### src/rtl/uart_cmd_pkg.sv
// uart_cmd_pkg: shared FSM state type, command codes and frame header for the UART volume parser.
package uart_cmd_pkg;
  typedef enum logic [2:0] {S_IDLE, S_CMD, S_ARG, S_CHK, S_EXEC} state_t;
  localparam logic [7:0] DEF_HEADER  = 8'hAA;
  localparam logic [7:0] CMD_SET     = 8'h01;
  localparam logic [7:0] CMD_UP      = 8'h02;
  localparam logic [7:0] CMD_DOWN    = 8'h03;
  localparam logic [7:0] CMD_MUTE    = 8'h04;
  localparam logic [7:0] CMD_REFRESH = 8'h05;
  function automatic logic [7:0] frame_sum(input logic [7:0] h, input logic [7:0] c, input logic [7:0] a);
    return h + c + a;
  endfunction
endpackage

### src/rtl/uart_vol_frame_parser_if.sv
// uart_vol_frame_parser_if: byte-receiver inputs, sequencer busy and level/go/error outputs.
// slave: parser side (rx_data, rx_done, seq_busy in; level, level_upd, go, frame_err, err_cnt out).
// master: driver/observer side, directions mirrored.
interface uart_vol_frame_parser_if;
  logic [7:0] rx_data;
  logic       rx_done;
  logic       seq_busy;
  logic [3:0] level;
  logic       level_upd;
  logic       go;
  logic       frame_err;
  logic [7:0] err_cnt;
  modport slave (input rx_data, rx_done, seq_busy, output level, level_upd, go, frame_err, err_cnt);
  modport master (output rx_data, rx_done, seq_busy, input level, level_upd, go, frame_err, err_cnt);
endinterface

### src/rtl/frame_timeout_timer.sv
// frame_timeout_timer: inter-byte timer; clr_i zeroes, en_i counts, expire_o flags the TIMEOUT_CYC-1 count.
// Ports: Clk, Rst_n (async active-low), clr_i, en_i in; expire_o out.
module frame_timeout_timer #(
  parameter int TIMEOUT_CYC = 1_000_000
) (
  input  logic Clk,
  input  logic Rst_n,
  input  logic clr_i,
  input  logic en_i,
  output logic expire_o
);
  localparam int W = $clog2(TIMEOUT_CYC);
  localparam logic [W-1:0] LAST = W'(TIMEOUT_CYC - 1);
  logic [W-1:0] cnt_q, cnt_d;
  always_comb cnt_d = clr_i ? '0 : en_i ? cnt_q + 1'b1 : cnt_q;
  // A byte arriving on the expiry cycle wins, so clear masks expiry.
  assign expire_o = en_i & ~clr_i & (cnt_q == LAST);
  always_ff @(posedge Clk or negedge Rst_n)
    if (!Rst_n) cnt_q <= '0;
    else cnt_q <= cnt_d;
endmodule

### src/rtl/uart_vol_frame_parser.sv
// uart_vol_frame_parser: validates AA/cmd/arg/checksum frames, tracks the level and arbitrates go.
// Ports: Clk, Rst_n (async active-low), bus (slave modport of uart_vol_frame_parser_if).
module uart_vol_frame_parser
  import uart_cmd_pkg::*;
#(
  parameter logic [7:0] HEADER      = DEF_HEADER,
  parameter logic [3:0] MAX_LEVEL   = 4'd11,
  parameter logic [3:0] RESET_LEVEL = 4'd5,
  parameter int         TIMEOUT_CYC = 1_000_000
) (
  input logic Clk,
  input logic Rst_n,
  uart_vol_frame_parser_if.slave bus
);
  state_t state_q, state_d;
  logic [7:0] cmd_q, cmd_d, arg_q, arg_d, err_cnt_q, err_cnt_d;
  logic [3:0] level_q, level_d, exec_lvl;
  logic upd_q, upd_d, go_q, go_d, err_q, err_d, pend_q, pend_d;
  logic exec, exec_err, expire, in_frame;
  assign in_frame = state_q inside {S_CMD, S_ARG, S_CHK};
  assign exec = state_q == S_EXEC;
  frame_timeout_timer #(.TIMEOUT_CYC(TIMEOUT_CYC)) u_timer (
    .Clk(Clk), .Rst_n(Rst_n), .clr_i(bus.rx_done | (state_q == S_IDLE)), .en_i(in_frame), .expire_o(expire)
  );
  always_comb begin
    exec_lvl = level_q;
    exec_err = 1'b0;
    case (cmd_q)
      CMD_SET: begin
        exec_err = arg_q > {4'd0, MAX_LEVEL};
        exec_lvl = exec_err ? level_q : arg_q[3:0];
      end
      CMD_UP:      exec_lvl = (level_q >= MAX_LEVEL) ? MAX_LEVEL : level_q + 4'd1;
      CMD_DOWN:    exec_lvl = (level_q == 4'd0) ? 4'd0 : level_q - 4'd1;
      CMD_MUTE:    exec_lvl = 4'd0;
      CMD_REFRESH: exec_lvl = level_q;
      default:     exec_err = 1'b1;
    endcase
  end
  always_comb begin
    state_d = state_q;
    cmd_d = cmd_q;
    arg_d = arg_q;
    err_d = 1'b0;
    case (state_q)
      S_IDLE: state_d = (bus.rx_done && bus.rx_data == HEADER) ? S_CMD : S_IDLE;
      S_CMD: if (bus.rx_done) begin
        cmd_d = bus.rx_data;
        state_d = S_ARG;
      end
      S_ARG: if (bus.rx_done) begin
        arg_d = bus.rx_data;
        state_d = S_CHK;
      end
      S_CHK: if (bus.rx_done) begin
        err_d = bus.rx_data != frame_sum(HEADER, cmd_q, arg_q);
        state_d = err_d ? S_IDLE : S_EXEC;
      end
      S_EXEC: begin
        err_d = exec_err;
        state_d = S_IDLE;
      end
      default: state_d = S_IDLE;
    endcase
    if (expire) begin
      state_d = S_IDLE;
      err_d = 1'b1;
    end
    level_d = exec ? exec_lvl : level_q;
    upd_d = exec && exec_lvl != level_q;
    // Setting has priority over the go-clear so an update landing with go still earns its own go.
    pend_d = upd_d | (exec && cmd_q == CMD_REFRESH) | (pend_q & bus.seq_busy);
    go_d = pend_q & ~bus.seq_busy;
    err_cnt_d = (err_d && err_cnt_q != 8'hFF) ? err_cnt_q + 8'd1 : err_cnt_q;
  end
  always_ff @(posedge Clk or negedge Rst_n)
    if (!Rst_n) begin
      state_q <= S_IDLE;
      cmd_q <= '0;
      arg_q <= '0;
      level_q <= RESET_LEVEL;
      upd_q <= 1'b0;
      go_q <= 1'b0;
      err_q <= 1'b0;
      pend_q <= 1'b0;
      err_cnt_q <= '0;
    end else begin
      state_q <= state_d;
      cmd_q <= cmd_d;
      arg_q <= arg_d;
      level_q <= level_d;
      upd_q <= upd_d;
      go_q <= go_d;
      err_q <= err_d;
      pend_q <= pend_d;
      err_cnt_q <= err_cnt_d;
    end
  assign bus.level = level_q;
  assign bus.level_upd = upd_q;
  assign bus.go = go_q;
  assign bus.frame_err = err_q;
  assign bus.err_cnt = err_cnt_q;
endmodule

### src/flat_wrapper.sv
// flat-port wrapper written by rule: the top's interface ports become plain ports
module uart_vol_frame_parser_flat import uart_cmd_pkg::*;
#(
  parameter logic [7:0] HEADER      = DEF_HEADER,
  parameter logic [3:0] MAX_LEVEL   = 4'd11,
  parameter logic [3:0] RESET_LEVEL = 4'd5,
  parameter int         TIMEOUT_CYC = 1_000_000
)
  (Clk, Rst_n, bus_rx_data, bus_rx_done, bus_seq_busy, bus_level, bus_level_upd, bus_go, bus_frame_err, bus_err_cnt);
  uart_vol_frame_parser_if bus_i ();
  input logic Clk;
  input logic Rst_n;
  input wire logic [$bits(bus_i.rx_data)-1:0] bus_rx_data;
  input wire logic [$bits(bus_i.rx_done)-1:0] bus_rx_done;
  input wire logic [$bits(bus_i.seq_busy)-1:0] bus_seq_busy;
  output wire logic [$bits(bus_i.level)-1:0] bus_level;
  output wire logic [$bits(bus_i.level_upd)-1:0] bus_level_upd;
  output wire logic [$bits(bus_i.go)-1:0] bus_go;
  output wire logic [$bits(bus_i.frame_err)-1:0] bus_frame_err;
  output wire logic [$bits(bus_i.err_cnt)-1:0] bus_err_cnt;
  assign bus_i.rx_data = bus_rx_data;
  assign bus_i.rx_done = bus_rx_done;
  assign bus_i.seq_busy = bus_seq_busy;
  assign bus_level = bus_i.level;
  assign bus_level_upd = bus_i.level_upd;
  assign bus_go = bus_i.go;
  assign bus_frame_err = bus_i.frame_err;
  assign bus_err_cnt = bus_i.err_cnt;
  uart_vol_frame_parser #(.HEADER(HEADER), .MAX_LEVEL(MAX_LEVEL), .RESET_LEVEL(RESET_LEVEL), .TIMEOUT_CYC(TIMEOUT_CYC)) u_core (.Clk(Clk), .Rst_n(Rst_n), .bus(bus_i));
endmodule
### config.mk
export PLATFORM = sky130hd
export DESIGN_NAME = uart_vol_frame_parser_flat
export DESIGN_NICKNAME = d
export VERILOG_FILES = /design/src/rtl/uart_cmd_pkg.sv /design/src/rtl/uart_vol_frame_parser_if.sv /design/src/rtl/frame_timeout_timer.sv /design/src/rtl/uart_vol_frame_parser.sv /design/src/flat_wrapper.sv
export SDC_FILE = /design/constraint.sdc
export NUM_CORES = 1
export LEC_CHECK = 0
export BUFFER_PORTS_ARGS = -buffer_cell sky130_fd_sc_hd__buf_2
export CORE_UTILIZATION = 65
export CTS_BUF_LIST = sky130_fd_sc_hd__clkbuf_8
export CTS_CLUSTER_DIAMETER = 200
export DETAILED_ROUTE_END_ITERATION = 10
export PLACE_DENSITY_LB_ADDON = 0.05
export REMOVE_ABC_BUFFERS = 1
export SYNTH_ARGS = -nofsm -noshare
export SYNTH_HDL_FRONTEND = slang
export SYNTH_SLANG_ARGS = --single-unit
### constraint.sdc
create_clock -name Clk -period 7.95 [get_ports Clk]
set_input_delay 0.795 -clock Clk [delete_from_list [all_inputs] [get_ports Clk]]
set_output_delay 0.795 -clock Clk [all_outputs]
set_load 0.05 [all_outputs]
# Yosys cells after proc, flatten, opt, wreduce, memory -nomap -nowiden

Index checks and enable logic that the tools add are counted.

Add/subtract/negate cells: 6
Magnitude comparators: 2
Equality and inequality tests: 17
Muxes and demuxes: 17
Bitwise operators: 9
Reductions and logical operators: 12

Operator list:

| kind                  | number |
|---|---|
| $mux 20               | 2 |
| $add 20x1->20 const B | 1 |
| $eq 20x20->1 const B  | 1 |
| $eq 8x2->1 const B    | 2 |
| $eq 8x3->1 const B    | 2 |
| $pmux 4 s4            | 1 |
| $mux 3                | 5 |
| $mux 4                | 3 |
| $pmux 3 s4            | 1 |
| $ne 3x2->1 const B    | 3 |
| $add 8x1->8 const B   | 1 |
| $add 8x8->8           | 1 |
| $add 8x8->8 const A   | 1 |
| $eq 8x1->1 const B    | 1 |
| $eq 8x8->1 const B    | 1 |
| $gt 8x4->1 const B    | 1 |
| $ne 8x8->1            | 1 |
| $ne 8x8->1 const B    | 1 |
| $eq 3x2->1 const B    | 2 |
| $add 4x1->4 const B   | 1 |
| $and 1x1->1           | 4 |
| $ge 4x4->1 const B    | 1 |
| $logic_and 1x1->1     | 4 |
| $logic_not 4->1       | 1 |
| 14 further kinds      | 21 |

Flip-flop bits (word level): 55
Bits of input ports: 12
Output and inout bits: 15
Logic and storage cells: 73

# Longest topological paths before layout

Gate-level depths: netlist of run 1.

Word-level depth: 7
Depth in mapped cells: 12
Gate-level depth less buffers: 12

# Modules after synthesis

A second synthesis of run 1 with hierarchy kept.

Cells, all modules: 366
Area, all modules: 3424.5 um^2

Modules (own cells, without submodules):

| module                | times used | cells an instance | area each (um^2) | seq. area each (um^2) |
|---|---|---|---|---|
| uart_vol_frame_parser | 1          | 257               | 2367.3           | 878.3 |
| frame_timeout_timer   | 1          | 109               | 1057.3           | 500.5 |

# Worst setup path after synthesis of run 1

OpenSTA, ideal clock, no wires.

Path kind: register -> register
From: reg u_core.cmd_q[1]
To: reg u_core.err_cnt_q[1] (netlist: u_core.bus.err_cnt[1])
Setup time: 0.125 ns
Data arrival time: 2.868 ns
Required time: 7.825 ns
Path slack: 4.957 ns
Cell stages (with the launch flop): 12
Buffers on the path: 0
Clock period less this slack: 2.993 ns
Cell sequence: dfrtp_1 -> clkinv_1 -> ha_1 -> inv_1 -> ha_1 -> fa_1 -> xnor2_1 -> xnor2_1 -> a211oi_1 -> nand4bb_1 -> o31ai_4 -> mux2_2

Word-level cells in the longest chain between the ends: 7
Elaborated cells between the ends (all ways): 14
Classes of those cells: add/sub: 2; eq/ne: 6; mux: 4; reduce/logical: 2

RTL lines:

| what                     | RTL line                    | RTL |
|---|---|---|
| start, declared          | uart_vol_frame_parser.sv:16 | `logic [7:0] cmd_q, cmd_d, arg_q, arg_d, err_cnt_q, err_cnt_d;` |
| start signal, assigned   | uart_vol_frame_parser.sv:89 | `cmd_q <= cmd_d;` |
| $add 8x8->8 (2 in a row) | uart_cmd_pkg.sv:11          | `return h + c + a;` |
| $ne 8x8->1               | uart_vol_frame_parser.sv:56 | `err_d = bus.rx_data != frame_sum(HEADER, cmd_q, arg_q);` |
| $mux 1                   | uart_vol_frame_parser.sv:55 | `S_CHK: if (bus.rx_done) begin` |
| $pmux 1 s2 (*)           | uart_vol_frame_parser.sv:45 | `case (state_q)` |
| $mux 1 (*)               | uart_vol_frame_parser.sv:65 | `if (expire) begin` |
| $logic_and 1x1->1 (*)    | uart_vol_frame_parser.sv:74 | `err_cnt_d = (err_d && err_cnt_q != 8'hFF) ? err_cnt_q + 8'd1 : err_cnt_q;` |
| end signal, assigned     | uart_vol_frame_parser.sv:96 | `err_cnt_q <= err_cnt_d;` |
| end, declared            | uart_vol_frame_parser.sv:16 |  |

Every way passes the cells marked *; elsewhere a longest branch is shown, timed or not.
A chain may end at the register's enable or synchronous reset.

# Worst setup path after layout of run 1

Ends and elaborated chain as after synthesis.

==> results of run 1 <==
## kinds of logic (layout without fill, tap and decap cells)
group	after synthesis	after routing	synth area share
and+or+nand+nor	141	141	0.221
AOI/OAI and AO/OA	61	61	0.120
DFF	55	55	0.412
xor gates and xnor gates	36	36	0.0942
buffers and inverters	29	52	0.0437
adders and majority gates	18	18	0.0695
muxes	12	12	0.0400
## layer usage
layer  part of all wire  global-route usage
met2               0.43               0.383
met1               0.51               0.372
met4              0.017               0.100
met5                  0                   0
met3              0.038              0.0466
## registers in the layout, indices dropped and copies added, names as in the netlist
signal / count
u_core.arg_q: 8
u_core.bus.frame_err: 1
u_core.u_timer.cnt_q: 20
u_core.bus.go: 1
u_core.bus.level_upd: 1
u_core.pend_q: 1
u_core.state_q: 3
u_core.cmd_q: 8
u_core.bus.level: 4
u_core.bus.err_cnt: 8
## cells in the final DEF, fill, tap and decap left out, drive strengths merged, types with 3 or more instances in the layout
cell type and n:
a211oi 3, a21o 3, a21oi 17, a22oi 3
and2 4, and3 6, and4 4, buf 27
clkbuf 5, dfrtp 53, ha 17, inv 18
mux2 11, nand2 29, nand3 15, nand4 3
nor2 37, nor2b 3, nor3 11, nor3b 5
nor4 4, o21ai 17, o31ai 4, or3 4
xnor2 20, xor2 16
## worst paths after layout
kind                                 start                 endpoint
max                        u_core.cmd_q[1]    u_core.bus.err_cnt[1]
min                          u_core.pend_q            u_core.bus.go
max reg2reg                u_core.cmd_q[1]    u_core.bus.err_cnt[1]
min reg2reg                  u_core.pend_q            u_core.bus.go
max in group asynchronous            Rst_n  u_core.u_timer.cnt_q[7]
min in group asynchronous            Rst_n      u_core.bus.level[1]
## where the power goes
| part | total [W] | leakage, nW | internal [W] | switching (W) |
|---|---|---|---|---|
| sequential | 0.000411 | 0.722 | 0.000337 | 0.0000740 |
| clock | 0.000161 | 0.0452 | 0.0000644 | 0.0000964 |
| combinational | 0.000599 | 0.834 | 0.000262 | 0.000337 |
## cell type report
| class | count | share of cell area |
|---|---|---|
| flip-flops and latches | 55 | 0.385 |
| inverters | 17 | 0.0178 |
| clock buffers | 5 | 0.0192 |
| multi-input cells | 268 | 0.509 |
| repair buffers | 27 | 0.0384 |
| well taps | 67 | 0.0234 |
| clock inverters | 3 | 0.00699 |
## critical path, delay by kind of cell, from the launching register on
family	cells	cell delay, ns
buffers and inverters	2	0.27
AO/OA/AOI/OAI	2	0.68
AND/OR/NAND/NOR	1	0.24
flip-flops	1	0.41
multiplexers	1	0.38
adder cells (fa/ha/maj)	3	0.97
XOR/XNOR	2	0.29
## stage by stage
stage	util	area [um^2]	instances	hold WS [ns]	setup slack [ns]
after floorplan	-	3270	340	0.465	4.96
after global placement	0.719	3490	434	0.474	4.76
after detailed placement	0.719	3490	434	0.481	4.63
after CTS	0.739	3580	442	0.497	4.63
after global routing	0.739	3580	442	0.523	4.41
final	0.739	3580	442	0.496	4.62
==> metrics.md, run 1 <==
| Metric | Value |
|---|---|
| Detail Route Antenna Nets | `0` |
| First drt pass iteration count | `5` |
| # fillers | `376` |
| Sequential area share after synthesis | `0.412` |
| CTS clk-pin slew, worst paths | `0.11 ns` |
| Clock latency on the worst-skew pair | `0.31 ns` |
| Post-DP HPWL | `4.71 mm` |
| Max Cap Viol | `0` |
| Yosys top cell area share | `0.396` |
| Reg2Reg Setup Slack | `4.62 ns` |
| Row Count | `25` |
| Largest area contributor in the netlist | `dfrtp_1` |
| Final hold violations | `0` |
| Crit. End Element | `flop` |
| Max-slew headroom | `0.433` |
| Port bufs | `26` |
| # DRC | `0` |
| Async set-reset flop share out of synthesis | `1.00` |
| CP required | `8.16 ns` |
| Final TNS setup | `0 ns` |
| Initial antenna violation count | `0` |
| Root Driver | `clkbuf_8` |
| VDD IR max | `0.280 mV` |
| Vias | `2,583` |
| Starting Density | `0.691` |
| DIE HEIGHT | `73.8 um` |
| Die Width | `73.8 um` |
| CTS Buf Count | `5` |
| Post-CTS sizing | `0` |
| CTS tree | `built` |
| Period Utilization, post-route | `0.419` |
| Hold depth | `1` |
| Gate count after technology mapping | `352` |
| CP Launch Type | `flop` |
| Synth Register Bits | `55` |
| WS Path Type | `reg2reg` |
| Synth warn | `0` |
| GR Overflow Total | `0` |
| Most area-consuming cells after synthesis | `dfrtp_1 40%, ha_1 6.4%, xnor2_1 5.2%` |
| Area occupied by multi-input gates | `0.00182 mm^2` |
| Pleak | `1.60 nW` |
| CTS max path bufs | `2` |
| Core Area | `0.00485 mm^2` |
| Run status | `finished clean` |
| Crit path cell chain | `clkinv_1, ha_1, inv_1, ha_1, fa_1, xnor2_1, xnor2_1, a211oi_1, nand4bb_1, o31ai_4, mux2_2` |
| Slowest stage delay, CP | `0.46 ns` |
| Diode count | `0` |
| Initial drt markers | `101` |
| Cell Area, Synth | `0.00335 mm^2` |
| Total wire length after detailed routing | `6.39 mm` |
| Hold crit path type | `reg2reg` |
| EDFF count, synth | `0` |
| H-tree levels | `2` |
| Synth cell types | `55` |
| Layout cells sized above 1 | `0.149` |
| Unrepaired setup endpoints after global routing | `no` |
| Register area | `0.00138 mm^2` |
| GPL Wtd Cong | `0.889` |
| Drt via density | `5.84` |
| Top-count cell post-synth | `dfrtp_1` |
| Min Tclk post-route | `3.33 ns` |
| GRT Total Usage | `0.258` |
| Final setup fails | `0` |
| Syn avg cell area | `9.51 um^2` |
| Max Clock Skew | `0.0101 ns` |
| Layout Nets | `404` |
| CP max stage cell | `o31ai_4` |
| Worst Path Arrival | `3.54 ns` |
| Avg WL per Cell | `14.5 um` |
| First-pass GRT wire length | `10.8 mm` |
| CTS Hold Buffers Added | `0` |
| Number of I/O pins | `27` |
| Final Power | `0.00117 W` |
| Synth cell count leaders | `53 x dfrtp_1, 37 x nor2_1, 29 x nand2_1, 20 x xnor2_1` |
| Pwr dens | `327 mW/mm^2` |
| Die area | `0.00544 mm^2` |
| Critical Path Fanout Max | `8` |
| Post-CTS Setup Bufs | `0` |
| Measured slew at the worst slew-check pin | `0.847 ns` |
| Largest net degree at the start of global routing | `56` |
| Slew Limit Fails | `0` |
| # clock sinks | `55` |
| Top_reg_cell synth | `dfrtp_1` |
| Vias in the first global route | `2,433` |
| Layout area overhead | `6.95%` |
| Worst reg2reg path depth | `11` |
| Peak Freq | `0.300 GHz` |
Power figures use the tool's default switching activity.
==> inputs of run 2 (changes only) <==
--- a/config.mk
+++ b/config.mk
@@ -6,7 +6,7 @@
 export NUM_CORES = 1
 export LEC_CHECK = 0
 export BUFFER_PORTS_ARGS = -buffer_cell sky130_fd_sc_hd__buf_2
-export CORE_UTILIZATION = 65
+export CORE_UTILIZATION = 56
 export CTS_BUF_LIST = sky130_fd_sc_hd__clkbuf_8
 export CTS_CLUSTER_DIAMETER = 200
 export DETAILED_ROUTE_END_ITERATION = 10
==> constraint.sdc (replaced) <==
create_clock -name Clk -period 2.9 [get_ports Clk]
set_input_delay 0.29 -clock Clk [delete_from_list [all_inputs] [get_ports Clk]]
set_output_delay 0.29 -clock Clk [all_outputs]
set_load 0.05 [all_outputs]
==> run 2 against run 1 <==
  * Clock-buffer cell count did not move
  * Clock skew about the same
  * Sequential cell count unchanged
  * Critical endpoint is now u_core.bus.err_cnt[4]
  * Highest routed layer unchanged
==> metrics.md, run 2 (same netlist as run 1, synthesis figures left out) <==
| Metric | Value |
|---|---|
| Initial antenna violation count | `0` |
| Vias in the first global route | `2,522` |
| H-tree levels | `2` |
| Die area | `0.00629 mm^2` |
| Most frequent cells in the layout | `53 x dfrtp_1, 36 x nor2_1, 29 x nand2_1` |
| First drt pass iteration count | `4` |
| Net Sw Frac | `0.429` |
| Hold Crit Endpoint | `u_core.bus.go` |
| Drt via density | `5.65` |
| Register area | `0.00138 mm^2` |
| Pleak | `1.70 nW` |
| Clock network power share | `0.126` |
| Hold depth | `2` |
| Number of I/O pins | `27` |
| CTS max path bufs | `2` |
| Sequential Power Share | `0.299` |
| Worst R2R Start | `u_core.arg_q[1]` |
| CP Launch Type | `flop` |
| Layout area overhead | `13.9%` |
| Unrepaired setup endpoints after global routing | `yes` |
| Gate power share | `0.575` |
| Commonest non-fill, non-tap cell in the layout | `dfrtp_1` |
| Die Width | `79.3 um` |
| Largest net degree at the start of global routing | `21` |
| # fillers | `468` |
| Pwr dens | `951 mW/mm^2` |
| First-pass GRT wire length | `11.9 mm` |
| Row Count | `27` |
| Worst reg2reg path depth | `13` |
| GPL Wtd Cong | `0.935` |
| Max Clock Skew | `0.0103 ns` |
| Avg WL per Cell | `15.3 um` |
| # DRC | `0` |
| Detail Route Antenna Nets | `0` |
| Measured slew at the worst slew-check pin | `0.518 ns` |
| Starting Density | `0.593` |
| Period Utilization, post-route | `0.991` |
| FF-to-FF End | `u_core.bus.err_cnt[4]` |
| Post-DP HPWL | `5.18 mm` |
| CP required | `3.11 ns` |
| Reg2Reg Setup Slack | `0.03 ns` |
| Critical Path Fanout Max | `6` |
| CTS Buf Count | `5` |
| Internal | `0.00207 W` |
| Run status | `finished clean` |
| Min Tclk post-route | `2.87 ns` |
| Root Driver | `clkbuf_8` |
| Initial drt markers | `139` |
| Psw | `0.00156 W` |
| Core Area | `0.00564 mm^2` |
| Max-slew headroom | `0.654` |
| Peak Freq | `0.348 GHz` |
| Layout Nets | `423` |
| VDD IR max | `0.778 mV` |
| Port bufs | `26` |
| Diode count | `0` |
| Final hold violations | `0` |
| Area occupied by multi-input gates | `0.00190 mm^2` |
| GRT Total Usage | `0.243` |
| Final core occ | `0.676` |
| Largest register FFs | `20` |
| Max Cap Viol | `0` |
| Slew Limit Fails | `0` |
| CTS tree | `built` |
| Final setup fails | `0` |
| Total wire length after detailed routing | `7.12 mm` |
| Hold Path Origin | `bus_seq_busy` |
| # clock sinks | `55` |
| CTS clk-pin slew, worst paths | `0.11 ns` |
| Largest Register | `u_core.u_timer.cnt_q` |
| Layout cells sized above 1 | `0.226` |
| Hold crit path type | `in2reg` |
| Final Power | `0.00363 W` |
| Clock latency on the worst-skew pair | `0.32 ns` |
| Vias | `2,633` |
| GR Overflow Total | `0` |
| Crit. End Element | `flop` |
| DIE HEIGHT | `79.3 um` |
| Worst Path Arrival | `3.09 ns` |
| WS Path Type | `reg2reg` |
==> run 2: cell types whose count changed in the layout (fill, tap and decap cells not counted), moves of 2 or more <==
cell / delta
buf_4: +17
inv_2: +3
ha_4: +2
inv_1: -2
ha_1: -3
==> run 2: worst max path at each step <==
stage | start | endpoint | slack, ns | cells past startpoint
floorplan | u_core.cmd_q[1] | u_core.bus.err_cnt[1] | -0.09 | 11
global placement | u_core.cmd_q[1] | u_core.bus.err_cnt[3] | 0.04 | 13
detailed placement | u_core.cmd_q[1] | u_core.bus.err_cnt[4] | -0.04 | 13
CTS | u_core.cmd_q[1] | u_core.bus.err_cnt[4] | 0.01 | 13
global route | u_core.cmd_q[1] | u_core.bus.err_cnt[4] | -0.12 | 13
finish | u_core.arg_q[1] | u_core.bus.err_cnt[4] | 0.03 | 13
==> run 2: final cells by class <==
type,count,share of cell area
clock buffer,5,0.0180
clock inverter,3,0.00722
inverter,17,0.0167
multi-input combinational,268,0.498
sequential,55,0.361
tap,72,0.0236
timing repair buffer,46,0.0751
==> run 2: per-layer routing <==
layer / vias up / wire (um) / track usage
li1: 1325 / - / -
met2: 57 / 3190 / 0.375
met1: 1244 / 3580 / 0.353
met3: 7 / 280 / 0.0425
met5: - / 0 / 0
met4: 0 / 63 / 0.0636
==> run 2: critical path, stage by stage (launching register included) <==
cell and delay [ns]:
dfrtp_1 0.38, inv_2 0.06, ha_4 0.26, inv_2 0.03
ha_4 0.15, fa_2 0.53, xnor2_1 0.11, nand3_1 0.10
a211oi_2 0.20, nand4bb_1 0.22, o31ai_4 0.33, buf_6 0.17
nor2_4 0.04, xor2_2 0.17
==> run 2: power groups by stage <==
| stage | combinational (W) | sequential, W | clock (W) |
|---|---|---|---|
| global route | 0.00231 | 0.00111 | 0.000496 |
| finish | 0.00209 | 0.00109 | 0.000459 |
| floorplan | 0.00124 | 0.00116 | 0 |
| detailed placement | 0.00180 | 0.00110 | 0 |
| global placement | 0.00175 | 0.00109 | 0 |
| CTS | 0.00181 | 0.00108 | 0.000473 |
==> run 2: per-stage QoR <==
stage               area (um^2)  cells  hold WS [ns]  setup TNS, ns  worst slack [ns]
finish                     3810    466         0.126              0            0.0275
global route               3810    466         0.120         -0.661            -0.115
CTS                        3710    462         0.121              0            0.0118
detailed placement         3590    452         0.260        -0.0399           -0.0399
global placement           3590    452         0.258              0            0.0369
floorplan                  3270    340      -0.00559        -0.0929           -0.0929
==> run 2: what timing repair did <==
item	in CTS	in global routing
pin swaps	1	11
resized for setup	1	18
buffers inserted	1	4
hold buffers	1	0
endpoints found under the setup margin	5	8
hold endpoints to repair	17	0
